===== config.mk =====
export PLATFORM = sky130hd
export DESIGN_NAME = gctr_sequencer
export DESIGN_NICKNAME = d
export VERILOG_FILES = /design/src/rtl/gctr_sequencer.sv
export SDC_FILE = /design/constraint.sdc
export NUM_CORES = 2
export LEC_CHECK = 0
export BUFFER_PORTS_ARGS = -buffer_cell sky130_fd_sc_hd__buf_2
export CORE_AREA = 5 5 574 576
export CTS_BUF_LIST = sky130_fd_sc_hd__clkbuf_8 sky130_fd_sc_hd__clkbuf_16
export CTS_CLUSTER_DIAMETER = 80
export DETAILED_ROUTE_END_ITERATION = 6
export DIE_AREA = 0 0 579 581
export SETUP_SLACK_MARGIN = 0.05
export SYNTH_ARGS = -nofsm -noshare
export SYNTH_HDL_FRONTEND = slang
export SYNTH_SLANG_ARGS = --single-unit

===== constraint.sdc =====
create_clock -name iClk -period 5.77 [get_ports iClk]
set_clock_uncertainty 0.2 [all_clocks]
set_input_delay 0 -clock iClk [delete_from_list [all_inputs] [get_ports iClk]]
set_output_delay 0 -clock iClk [all_outputs]
set_load 0.02 [all_outputs]

===== src/rtl/gctr_sequencer.sv =====
// gctr_sequencer: command-side controller for gctr_block.
// For one AES-GCM packet it issues the hash-key request, one counter-block
// request per input block, then the Y0 request. For an AES-only block it
// issues a single block request. Each result is captured on a rising edge of
// iResult_valid and handed downstream. A watchdog aborts the packet if
// gctr_block stays silent for too long.
module gctr_sequencer #(
  parameter int TIMEOUT_CYCLES = 255
) (
  input  logic         iClk,
  input  logic         iRstn,
  input  logic         iStart,
  input  logic         iOpMode,
  input  logic         iEncdec,
  input  logic         iKeylen,
  input  logic [255:0] iKey,
  input  logic [95:0]  iIV,
  input  logic [127:0] iIn_block,
  input  logic         iIn_last,
  input  logic         iIn_valid,
  output logic         oIn_ready,
  output logic         oInit,
  output logic         oOpMode,
  output logic         oEncdec,
  output logic         oKeylen,
  output logic [255:0] oKey,
  output logic         oKey_valid,
  output logic [95:0]  oIV,
  output logic         oIV_valid,
  output logic         oY0,
  output logic         oHkey_indicator,
  output logic [127:0] oBlock,
  output logic         oBlock_valid,
  input  logic [127:0] iResult,
  input  logic         iResult_valid,
  output logic [127:0] oH,
  output logic         oH_valid,
  output logic [127:0] oOut_block,
  output logic         oOut_last,
  output logic         oOut_valid,
  input  logic         iOut_ready,
  output logic [127:0] oEky0,
  output logic         oEky0_valid,
  output logic         oBusy,
  output logic         oDone,
  output logic         oError
);

  typedef enum logic [3:0] {
    S_IDLE,
    S_HKEY,
    S_BLK_WAIT_IN,
    S_BLK,
    S_OUT_HOLD,
    S_Y0,
    S_GAP,
    S_DONE,
    S_ERR
  } state_t;

  // Widened by one bit so the compare against count+1 cannot wrap.
  localparam logic [16:0] TIMEOUT_LIMIT = 17'(TIMEOUT_CYCLES);

  state_t state_q, state_d;

  // Latched packet configuration
  logic         op_mode_q, op_mode_d;
  logic         encdec_q, encdec_d;
  logic         keylen_q, keylen_d;
  logic [255:0] key_q, key_d;
  logic [95:0]  iv_q, iv_d;

  // Block in flight towards gctr_block and its last marker
  logic [127:0] block_q, block_d;
  logic         last_q, last_d;

  // Result side registers
  logic [127:0] out_block_q, out_block_d;
  logic         out_last_q, out_last_d;
  logic [127:0] h_q, h_d;
  logic         h_valid_q, h_valid_d;
  logic [127:0] eky0_q, eky0_d;
  logic         eky0_valid_q, eky0_valid_d;
  logic         error_q, error_d;

  // Sequencing helpers
  logic [15:0]  wait_cnt_q, wait_cnt_d;
  logic         res_valid_prev_q, res_valid_prev_d;
  logic         gap_to_y0_q, gap_to_y0_d;

  logic in_req;
  logic res_edge;
  logic timeout_hit;
  logic start_acc;
  logic in_fire;
  logic out_fire;

  // Decode the per-cycle events that every other process keys off.
  always_comb begin
    in_req      = (state_q == S_HKEY) || (state_q == S_BLK) || (state_q == S_Y0);
    res_edge    = iResult_valid && !res_valid_prev_q;
    timeout_hit = in_req && !res_edge &&
                  (({1'b0, wait_cnt_q} + 17'd1) == TIMEOUT_LIMIT);
    start_acc   = (state_q == S_IDLE) && iStart;
    in_fire     = (state_q == S_BLK_WAIT_IN) && iIn_valid;
    out_fire    = (state_q == S_OUT_HOLD) && iOut_ready;
  end

  // State register; reset abandons any packet in progress.
  always_ff @(posedge iClk) begin
    if (!iRstn) begin
      state_q <= S_IDLE;
    end else begin
      state_q <= state_d;
    end
  end

  // Next-state logic: a result edge always beats a coincident timeout.
  always_comb begin
    state_d = state_q;
    case (state_q)
      S_IDLE: begin
        if (iStart) begin
          state_d = iOpMode ? S_BLK_WAIT_IN : S_HKEY;
        end
      end
      S_HKEY: begin
        if (res_edge) begin
          state_d = S_GAP;
        end else if (timeout_hit) begin
          state_d = S_ERR;
        end
      end
      S_BLK_WAIT_IN: begin
        if (in_fire) begin
          state_d = S_BLK;
        end
      end
      S_BLK: begin
        if (res_edge) begin
          state_d = S_OUT_HOLD;
        end else if (timeout_hit) begin
          state_d = S_ERR;
        end
      end
      S_OUT_HOLD: begin
        if (out_fire) begin
          state_d = op_mode_q ? S_DONE : S_GAP;
        end
      end
      S_Y0: begin
        if (res_edge) begin
          state_d = S_DONE;
        end else if (timeout_hit) begin
          state_d = S_ERR;
        end
      end
      S_GAP: begin
        state_d = gap_to_y0_q ? S_Y0 : S_BLK_WAIT_IN;
      end
      S_DONE: begin
        state_d = S_IDLE;
      end
      S_ERR: begin
        state_d = S_IDLE;
      end
      default: begin
        state_d = S_IDLE;
      end
    endcase
  end

  // Control outputs decoded from the current state only.
  always_comb begin
    oInit           = 1'b0;
    oHkey_indicator = 1'b0;
    oBlock_valid    = 1'b0;
    oY0             = 1'b0;
    oKey_valid      = 1'b0;
    oIV_valid       = 1'b0;
    oIn_ready       = 1'b0;
    oOut_valid      = 1'b0;
    oDone           = 1'b0;
    oBusy           = (state_q != S_IDLE);
    case (state_q)
      S_HKEY: begin
        oInit           = 1'b1;
        oHkey_indicator = 1'b1;
        oKey_valid      = 1'b1;
        oIV_valid       = !op_mode_q;
      end
      S_BLK: begin
        oInit        = 1'b1;
        oBlock_valid = 1'b1;
        oKey_valid   = 1'b1;
        oIV_valid    = !op_mode_q;
      end
      S_Y0: begin
        oInit      = 1'b1;
        oY0        = 1'b1;
        oKey_valid = 1'b1;
        oIV_valid  = !op_mode_q;
      end
      S_BLK_WAIT_IN: begin
        oIn_ready  = 1'b1;
        oKey_valid = 1'b1;
        oIV_valid  = !op_mode_q;
      end
      S_OUT_HOLD: begin
        oOut_valid = 1'b1;
        oKey_valid = 1'b1;
        oIV_valid  = !op_mode_q;
      end
      S_GAP: begin
        oKey_valid = 1'b1;
        oIV_valid  = !op_mode_q;
      end
      S_DONE: begin
        oDone = 1'b1;
      end
      default: begin
        oBusy = (state_q != S_IDLE);
      end
    endcase
  end

  // Datapath next values: configuration latch, block capture, result capture,
  // watchdog counter and the sticky error flag.
  always_comb begin
    op_mode_d        = op_mode_q;
    encdec_d         = encdec_q;
    keylen_d         = keylen_q;
    key_d            = key_q;
    iv_d             = iv_q;
    block_d          = block_q;
    last_d           = last_q;
    out_block_d      = out_block_q;
    out_last_d       = out_last_q;
    h_d              = h_q;
    h_valid_d        = 1'b0;
    eky0_d           = eky0_q;
    eky0_valid_d     = 1'b0;
    error_d          = error_q;
    gap_to_y0_d      = gap_to_y0_q;
    res_valid_prev_d = iResult_valid;
    wait_cnt_d       = (in_req && !res_edge) ? (wait_cnt_q + 16'd1) : 16'd0;

    if (start_acc) begin
      op_mode_d = iOpMode;
      encdec_d  = iEncdec;
      keylen_d  = iKeylen;
      key_d     = iKey;
      iv_d      = iIV;
      error_d   = 1'b0;
    end

    if (in_fire) begin
      block_d = iIn_block;
      last_d  = iIn_last;
    end

    if (res_edge && (state_q == S_HKEY)) begin
      h_d         = iResult;
      h_valid_d   = 1'b1;
      gap_to_y0_d = 1'b0;
    end

    if (res_edge && (state_q == S_BLK)) begin
      out_block_d = iResult;
      out_last_d  = last_q;
    end

    if (res_edge && (state_q == S_Y0)) begin
      eky0_d       = iResult;
      eky0_valid_d = 1'b1;
    end

    if (out_fire) begin
      gap_to_y0_d = last_q;
    end

    if (timeout_hit) begin
      error_d = 1'b1;
    end
  end

  // Datapath registers; reset clears every visible value, including the key.
  always_ff @(posedge iClk) begin
    if (!iRstn) begin
      op_mode_q        <= 1'b0;
      encdec_q         <= 1'b0;
      keylen_q         <= 1'b0;
      key_q            <= '0;
      iv_q             <= '0;
      block_q          <= '0;
      last_q           <= 1'b0;
      out_block_q      <= '0;
      out_last_q       <= 1'b0;
      h_q              <= '0;
      h_valid_q        <= 1'b0;
      eky0_q           <= '0;
      eky0_valid_q     <= 1'b0;
      error_q          <= 1'b0;
      gap_to_y0_q      <= 1'b0;
      res_valid_prev_q <= 1'b0;
      wait_cnt_q       <= '0;
    end else begin
      op_mode_q        <= op_mode_d;
      encdec_q         <= encdec_d;
      keylen_q         <= keylen_d;
      key_q            <= key_d;
      iv_q             <= iv_d;
      block_q          <= block_d;
      last_q           <= last_d;
      out_block_q      <= out_block_d;
      out_last_q       <= out_last_d;
      h_q              <= h_d;
      h_valid_q        <= h_valid_d;
      eky0_q           <= eky0_d;
      eky0_valid_q     <= eky0_valid_d;
      error_q          <= error_d;
      gap_to_y0_q      <= gap_to_y0_d;
      res_valid_prev_q <= res_valid_prev_d;
      wait_cnt_q       <= wait_cnt_d;
    end
  end

  assign oOpMode     = op_mode_q;
  assign oEncdec     = encdec_q;
  assign oKeylen     = keylen_q;
  assign oKey        = key_q;
  assign oIV         = iv_q;
  assign oBlock      = block_q;
  assign oOut_block  = out_block_q;
  assign oOut_last   = out_last_q;
  assign oH          = h_q;
  assign oH_valid    = h_valid_q;
  assign oEky0       = eky0_q;
  assign oEky0_valid = eky0_valid_q;
  assign oError      = error_q;

endmodule


==> reports/results.txt <==
commonest non-fill, non-tap cell in the layout -> nand2_1
largest net degree at the start of global routing -> 180
HPWL after DPL -> 217800 um
Max clock buf depth -> 4
critical path capture point type -> flop
register area share after synthesis -> 0.5396
Max-slew headroom -> 0.3204
Worst VDD drop -> 0.2367 mV
filler cell count in the final layout -> 35585
layout net count -> 7433
Min Hold Slack -> 0.1548 ns
worst min path class -> in -> reg
most frequent cells in the layout -> nand2_1, buf_2, dlygate4sd3_1
DIE AREA -> 336400 um2
max_cap viols -> 0
min Tclk post-route -> 3.877 ns
Synth Register Bits -> 894
EDFF count, synth -> 0
global-route wire length before repair -> 364700 um
CTS tree -> built
fin area -> 64840 um2
chip width -> 579 um
dominant cell type by area after synthesis -> dfxtp_1
worst slack, placed -> 2.703 ns
Global Route Usage Sum -> 0.1576
crit share post-route -> 0.6719
Final Hold Fails -> 0
setup violators final -> 0
count of cell types in the netlist -> 49
vias in the first global route -> 40650
DR iter-0 viols -> 2488
Synth Area per Inst -> 8.403 um2
# port buffers -> 1498
Cell Rows -> 209
outcome -> completed
Final ANT Viol Nets -> 0
ranking of synthesized cells by area -> dfxtp_1, nand2_1, a21boi_0
routed wire length -> 279400 um
share of cells above drive strength 1 -> 0.2546
f_max -> 257.9 MHz
Critical Path Start -> state_q[1]
Die Ht -> 581 um
vias -> 40165
CTS sink cnt -> 894
Mapped Cells -> 3947
Yosys warnings -> 0
DRT Pass-1 Iters -> 5
worst path required time -> 6.27 ns
GRT overflow -> 0
RR Startpoint -> state_q[1]
Top FF cell, synth -> dfxtp_1
Arrival @ worst endpoint -> 4.38 ns
Via density -> 3.565
CP max FO -> 58
DRC -> 0
Routed wire per std cell -> 24.80 um
later-pin clock latency in the skew report -> 0.80 ns
share of the synthesized area in the top cell type -> 0.5396
H-Tree Depth -> 4
synth-to-layout area growth -> 95.49%
PD cells -> 368.1 nW/um2
initial core utilization -> 0.1026
Leak -> 26.82 nW
critical hold path startpoint -> iOpMode
hold buffers post-CTS -> 1494
Startpoint Class -> flop
Least-Margin Pin Slew -> 1.019 ns
Synth async-reset ratio -> 0
post-cts repair resize count -> 0
initial antenna violation count -> 82
CTS root buf -> clkbuf_16
RSZ-0062 raised after global routing -> no
Clk pin slew, worst setup/hold paths -> 0.05 ns
Std-Cell Core Area -> 323200 um2
post-synthesis instance area -> 33170 um2
final setup margin -> 1.893 ns
setup tns final -> 0 ns
IO Pins -> 1499
GP Congestion -> 0.9972
final core utilization -> 0.2006
Syn Nets -> 4567
Post CTS Setup Buffer Count -> 0
critical path class -> reg -> reg
DP Area -> 45300 um2
Slew Limit Fails -> 0
CTS Buf Count -> 137
## metal layers
layer | GRT usage | vias to the layer above | wire (um)
met3 | 0.09039 | 582 | 39520
met4 | 0.08039 | 16 | 17180
met1 | 0.1713 | 19011 | 102900
met5 | 0 | - | 94
li1 | - | 18539 | -
met2 | 0.2432 | 2017 | 119700
## cell type report
| class | count | area (um2) | share of cell area |
|---|---|---|---|
| well taps | 4325 | 5411 | 0.08346 |
| flip-flops and latches | 894 | 17900 | 0.2760 |
| diodes | 38 | 95.09 | 0.001467 |
| inverters | 6 | 22.52 | 0.0003474 |
| repair buffers | 3023 | 22840 | 0.3523 |
| clock inverters | 75 | 772.0 | 0.01191 |
| multi-input cells | 2751 | 14080 | 0.2172 |
| clock buffers | 156 | 3712 | 0.05726 |
## registers in the layout, summed over array words and instances (netlist names)
name and count:
oKey 256, oBlock 128, oEky0 128, oH 128, oOut_block 128, oIV 96, wait_cnt_q 16, state_q 4
gap_to_y0_q 1, last_q 1, oEky0_valid 1, oEncdec 1, oError 1, oH_valid 1, oKeylen 1, oOpMode 1
oOut_last 1, res_valid_prev_q 1
## final timing paths
| check | endpoint | cells after the start | slack, ns |
|---|---|---|---|
| max reg2reg | oBlock[36] | 8 | 1.89 |
| min | oOpMode | 4 | 0.15 |
| max | oBlock[36] | 8 | 1.89 |
| min reg2reg | oH[29] | 2 | 0.25 |
## cell families (layout without fill, tap and decap cells)
family                     count (synthesis)  count (layout)  synth area share
buffers and inverters                    302            3260           0.03773
adders and majority gates                  2               2         0.0007544
other                                      0              38                 0
and+or+nand+nor                         1834            1834            0.2141
DFF                                      894             894            0.5396
xor gates and xnor gates                  11              11          0.002905
muxes                                      3               3         0.0009431
AOI/OAI and AO/OA                        901             901            0.2039
## power by group
group,switching [mW],internal (mW),total (mW)
clock,3.41,5.08,8.49
combinational,5.35,2.45,7.80
sequential,0.541,7.03,7.57
## worst max-delay path: stages (launching register included)
cell and delay, ns:
dfxtp_1 0.66, nor4b_2 0.30, buf_4 0.22, and2_4 0.58, buf_4 0.35, nand2_1 0.07, dlygate4sd3_1 0.56, a21boi_0 0.17
dlygate4sd3_1 0.58
## synthesized netlist by cell type, types with 3 or more instances
cell	instances
a21boi_0	826
a21boi_1	43
a21oi_1	12
and2_1	6
and3_1	7
buf_1	12
buf_2	91
clkbuf_1	192
dfxtp_1	894
inv_1	6
nand2_1	1749
nand2b_1	4
nand3_1	8
nand4_1	4
nor2_1	25
nor3_1	8
nor4_1	4
o21a_1	3
o31ai_1	4
xnor2_1	8
xor2_1	3
## through the flow
stage	cells	total power, mW
2_1_floorplan	3947	10.69
3_3_place_gp	9505	14.42
3_5_place_dp	9505	14.43
4_1_cts	11230	24.30
5_1_grt	11261	25.06
6_report	11268	23.87
(Power assumes the default switching activity.)
